--- src/rtl/bht_assoc.sv ---
// Fully-associative branch target buffer: combinational lookup for the fetch PC+4,
// registered update from execute, true-LRU replacement and saturating statistics.
module bht_assoc #(
  parameter int ADDR_WIDTH       = 10,
  parameter int ENTRIES          = 8,
  parameter int CNT_WIDTH        = 16,
  parameter int ALLOC_TAKEN_ONLY = 1
) (
  input  logic                  clk,
  input  logic                  rst_n,
  input  logic                  flush,
  input  logic [ADDR_WIDTH-1:0] lookup_pc4,
  output logic [ADDR_WIDTH-1:0] pred_pc,
  output logic [1:0]            pred_state,
  output logic                  pred_hit,
  input  logic                  update_en,
  input  logic [ADDR_WIDTH-1:0] update_pc4,
  input  logic [ADDR_WIDTH-1:0] update_target,
  input  logic [1:0]            update_state_old,
  input  logic                  update_taken,
  output logic [CNT_WIDTH-1:0]  stat_updates,
  output logic [CNT_WIDTH-1:0]  stat_mispredicts
);

  localparam int IDX_W = $clog2(ENTRIES);

  logic                  valid  [ENTRIES];
  logic [ADDR_WIDTH-1:0] tag    [ENTRIES];
  logic [ADDR_WIDTH-1:0] target [ENTRIES];
  logic [1:0]            state  [ENTRIES];
  logic [IDX_W-1:0]      age    [ENTRIES];

  logic             lk_hit;
  logic [IDX_W-1:0] lk_idx;
  logic             up_hit;
  logic [IDX_W-1:0] up_idx;
  logic             found_inv;
  logic [IDX_W-1:0] victim_idx;
  logic             do_alloc;
  logic             touch;
  logic [IDX_W-1:0] touch_idx;
  logic [IDX_W-1:0] touch_age;

  // Encoding 01 strong-NT, 00 weak-NT, 10 weak-T, 11 strong-T.
  function automatic logic [1:0] next_ctr(input logic [1:0] s, input logic t);
    case (s)
      2'b01:   return t ? 2'b00 : 2'b01;
      2'b00:   return t ? 2'b10 : 2'b01;
      2'b10:   return t ? 2'b11 : 2'b00;
      default: return t ? 2'b11 : 2'b10;
    endcase
  endfunction

  always_comb begin
    lk_hit = 1'b0;
    lk_idx = '0;
    up_hit = 1'b0;
    up_idx = '0;
    for (int i = 0; i < ENTRIES; i++) begin
      if (valid[i] && tag[i] == lookup_pc4) begin
        lk_hit = 1'b1;
        lk_idx = IDX_W'(i);
      end
      if (valid[i] && tag[i] == update_pc4) begin
        up_hit = 1'b1;
        up_idx = IDX_W'(i);
      end
    end
  end

  assign pred_hit   = lk_hit;
  assign pred_state = lk_hit ? state[lk_idx] : 2'b00;
  assign pred_pc    = (lk_hit && state[lk_idx][1]) ? target[lk_idx] : lookup_pc4;

  // Lowest-index invalid entry first; only a full table falls back to the oldest entry.
  always_comb begin
    found_inv  = 1'b0;
    victim_idx = '0;
    for (int i = ENTRIES - 1; i >= 0; i--) begin
      if (!valid[i]) begin
        found_inv  = 1'b1;
        victim_idx = IDX_W'(i);
      end
    end
    if (!found_inv) begin
      for (int i = 0; i < ENTRIES; i++) begin
        if (age[i] == IDX_W'(ENTRIES - 1)) victim_idx = IDX_W'(i);
      end
    end
  end

  assign do_alloc  = !up_hit && ((ALLOC_TAKEN_ONLY == 0) || update_taken);
  assign touch     = update_en && !flush && (up_hit || do_alloc);
  assign touch_idx = up_hit ? up_idx : victim_idx;
  assign touch_age = age[touch_idx];

  always_ff @(posedge clk or negedge rst_n) begin
    if (!rst_n) begin
      for (int i = 0; i < ENTRIES; i++) begin
        valid[i]  <= 1'b0;
        tag[i]    <= '0;
        target[i] <= '0;
        state[i]  <= 2'b00;
        age[i]    <= IDX_W'(i);
      end
      stat_updates     <= '0;
      stat_mispredicts <= '0;
    end else begin
      if (flush) begin
        for (int i = 0; i < ENTRIES; i++) valid[i] <= 1'b0;
      end else if (update_en) begin
        if (up_hit) begin
          target[up_idx] <= update_target;
          state[up_idx]  <= next_ctr(update_state_old, update_taken);
        end else if (do_alloc) begin
          valid[victim_idx]  <= 1'b1;
          tag[victim_idx]    <= update_pc4;
          target[victim_idx] <= update_target;
          state[victim_idx]  <= next_ctr(2'b00, update_taken);
        end
      end
      if (touch) begin
        for (int i = 0; i < ENTRIES; i++) begin
          if (IDX_W'(i) == touch_idx)  age[i] <= '0;
          else if (age[i] < touch_age) age[i] <= age[i] + IDX_W'(1);
        end
      end
      // Statistics count every strobe, even one swallowed by a flush.
      if (update_en) begin
        if (stat_updates != '1) stat_updates <= stat_updates + CNT_WIDTH'(1);
        if ((update_state_old[1] != update_taken) && (stat_mispredicts != '1))
          stat_mispredicts <= stat_mispredicts + CNT_WIDTH'(1);
      end
    end
  end

endmodule

--- config.mk ---
export PLATFORM = sky130hd
export DESIGN_NAME = bht_assoc
export DESIGN_NICKNAME = d
export VERILOG_FILES = /design/src/rtl/bht_assoc.sv
export SDC_FILE = /design/constraint.sdc
export NUM_CORES = 1
export LEC_CHECK = 0
export ABC_CLOCK_PERIOD_IN_PS = 5500
export BUFFER_PORTS_ARGS = -buffer_cell sky130_fd_sc_hd__buf_2
export CELL_PAD_IN_SITES_DETAIL_PLACEMENT = 1
export CELL_PAD_IN_SITES_GLOBAL_PLACEMENT = 1
export CORE_ASPECT_RATIO = 0.75
export CORE_MARGIN = 8
export CORE_UTILIZATION = 49
export DETAILED_ROUTE_END_ITERATION = 12
export PLACE_DENSITY = 0.88
export SYNTH_ARGS = -nofsm -noshare
export SYNTH_HDL_FRONTEND = slang
export SYNTH_SLANG_ARGS = --single-unit
--- constraint.sdc ---
create_clock -name clk -period 5.5 [get_ports clk]
set_input_delay 0.55 -clock clk [delete_from_list [all_inputs] [get_ports clk]]
set_output_delay 0.55 -clock clk [all_outputs]
set_load 0.02 [all_outputs]
==> flow_metrics.tcl <==
set metrics [dict create \
    run_status "complete, no violations" \
    route.detailed.drc 0 \
    report.final.hold_viol_count 0 \
    seqCellArea_um2 6021 \
    post_cts_buffers 0 \
    final.setup.tns_ns 0 \
    syn_nets 1377 \
    antenna_found_initial 0 \
    dp.cells 1728 \
    final_common_cell "dfrtp_1" \
    cp_max_fo 15 \
    dr.pass1.iters 5 \
    cts.sinks 240 \
    die_w_um 211.0 \
    setup_slack_ns 0.6645 \
    start_util 0.4981 \
    gp_congestion 0.9861 \
    p_clk_frac 0.312 \
    p_comb_frac 0.268 \
    synthFlopType "dfrtp_1" \
    arrival_ns 4.29 \
    pin_count 82 \
    synth.cell_area_um2 13970 \
    path_class "flop to output pin" \
    min_period_over_period 0.8792 \
    grt_pass1_vias 12090 \
    ant_nets 0 \
    std_cell_rows 53 \
    root_buffer "clkbuf_16" \
    dieArea_um2 34230 \
    numCtsBuffers 25 \
    core_area_um2 28050 \
    worst_r2r_path_depth 11 \
    io_buffers 81 \
    fin_crit_ns 4.836 \
    vias_per_cell 6.200 \
    fill_cells 3024 \
    ctsResizeCount 0 \
    setup_viol 0 \
    h-tree-depth 1 \
    vdd_drop_max_mv 0.2182 \
    p_switching_w 0.001881 \
    fmax_mhz 206.8 \
    multi_input_area_um2 7452 \
    switching_share 0.3352 \
    syn_inst 1314 \
    pwr-share-seq 0.421 \
    max_slew_margin 0.1442 \
    synth-seq-area-share 0.4310 \
    max-cap-violations 0 \
    postSynthAreaPerCell_um2 10.63 \
    wl_per_cell_um 25.16 \
    r2r_slack_ns 0.91 \
    grt_use_total 0.2603 \
    final_nets 1433 \
    rsz0062_at_grt "false" \
    overflow 0 \
    synth_cell_types 70 \
    grt_max_degree 126 \
    dp_hpwl_mm 31.39 \
    power.internal_w 0.003730 \
    die_height_um 162.2 \
    finalClockSkew_ns 0.01698 \
    cts_tree "built" \
    clockBufferDepth 3 \
    cp.required_ns 4.95 \
    whs_ns 0.03499 \
    final_core_utilization 0.5511 \
    synth_edf_count 0 \
    rr_startpoint "tag[48]" \
    drtIter0Drc 834 \
    worst_pin_slew_ns 1.272 \
    reg2reg_to "age[6]" \
    grt_pass1_wl_mm 70.55 \
    power_density_nw_per_um2 363.0 \
    cp-end-kind "output pin" \
    drt-total-wl_mm 44.58 \
    timing.final.max_slew_violations 0 \
    final_cells 1772 \
    area_delta_synth_final_pct 10.64 \
    yosys_warnings 0 \
    worstHoldPathType "primary input to asynchronous set/reset pin" \
    path_clk_slew_ns 0.07 \
    drive_above_1_share 0.2596 \
    num_vias 10990 \
    synth-seq-cells 240 \
    leakagePower_nw 6.785 \
    synthArstFlopShare 1.000 \
    dp_slack_ns 0.7804 \
    diodes 0 \
    clk-insertion-delay-late_ns 0.54 \
    final_cell_mix "dfrtp_1, mux2_2, xnor2_1" \
    postCtsHoldBufs 0 \
    cp-start-kind "flop" \
]
-- stage by stage --
step,total power [W],cell area [um^2]
2_1_floorplan,0.003355,13970
3_3_place_gp,0.003730,14630
3_5_place_dp,0.003858,14630
4_1_cts,0.005627,15460
5_1_grt,0.005885,15460
6_report,0.005611,15460
-- power groups by stage --
stage	registers [W]	clock network, W	logic (W)
global route	0.00239	0.00183	0.00166
detailed placement	0.00238	0	0.00148
floorplan	0.00232	0	0.00103
CTS	0.00235	0.00177	0.00150
global placement	0.00235	0	0.00138
finish	0.00236	0.00175	0.00150
-- worst max-delay path by stage --
stage	to	startpoint	slack (ns)
6_report	pred_pc[7]	tag[69]	0.66
5_1_grt	pred_pc[8]	tag[10]	0.48
4_1_cts	pred_pc[7]	tag[10]	0.73
3_5_place_dp	age[6]	update_pc4[8]	0.78
3_3_place_gp	age[6]	update_pc4[3]	0.95
2_1_floorplan	pred_pc[0]	lookup_pc4[4]	1.41
-- synthesized netlist by cell type, types with 11 or more instances --
cell / count / area [um^2]
nor3_1: 31 / 155.2
ha_1: 26 / 325.3
dfrtp_1: 228 / 5705
nor4_1: 14 / 87.58
buf_6: 18 / 202.7
nor2_1: 49 / 183.9
inv_1: 23 / 86.33
nand2b_1: 11 / 68.82
clkbuf_1: 39 / 146.4
o21ai_0: 46 / 230.2
a21oi_1: 30 / 150.1
nand3_1: 54 / 270.3
nand2_1: 131 / 491.7
xnor2_1: 177 / 1550
xor2_1: 13 / 113.9
or3_1: 15 / 93.84
mux2_2: 184 / 2072
nand4_1: 40 / 250.2
dfstp_2: 12 / 315.3
mux2i_1: 28 / 280.3
-- flip-flops by register name, indices dropped and copies added (netlist names) --
register / flops
state: 16
stat_updates: 16
valid: 8
tag: 80
age: 24
target: 80
stat_mispredicts: 16
-- critical path, stage by stage, from the launching register on --
cell and delay (ns):
dfrtp_1 0.47, xnor2_1 0.27, nand4_1 0.18, or3_1 0.40, o21bai_1 0.13, a21boi_0 0.15, o21bai_4 0.36, nor2_1 0.09
a21oi_1 0.14, nand2_1 0.08, a21oi_1 0.87, mux2_2 0.43, buf_2 0.17
-- cells by family after synthesis --
group / synth area share
AND/OR/NAND/NOR: 0.1280
AO/OA/AOI/OAI: 0.08750
XOR/XNOR: 0.1203
adder cells (fa/ha/maj): 0.02624
multiplexers: 0.1694
buffers and inverters: 0.03761
flip-flops: 0.4310
-- layout make-up --
cell class | instances | area share
clock buffers | 39 | 0.04841
clock inverters | 5 | 0.004857
inverters | 23 | 0.005585
multi-input cells | 977 | 0.4821
flip-flops and latches | 240 | 0.3895
well taps | 385 | 0.03116
repair buffers | 103 | 0.03837
-- metal layers --
layer | GRT usage | wire length [um]
met4 | 0.08762 | 1428
met5 | 0 | 0
met1 | 0.3453 | 19280
met3 | 0.05084 | 2991
met2 | 0.4224 | 20890
Power figures use the tool's default switching activity.
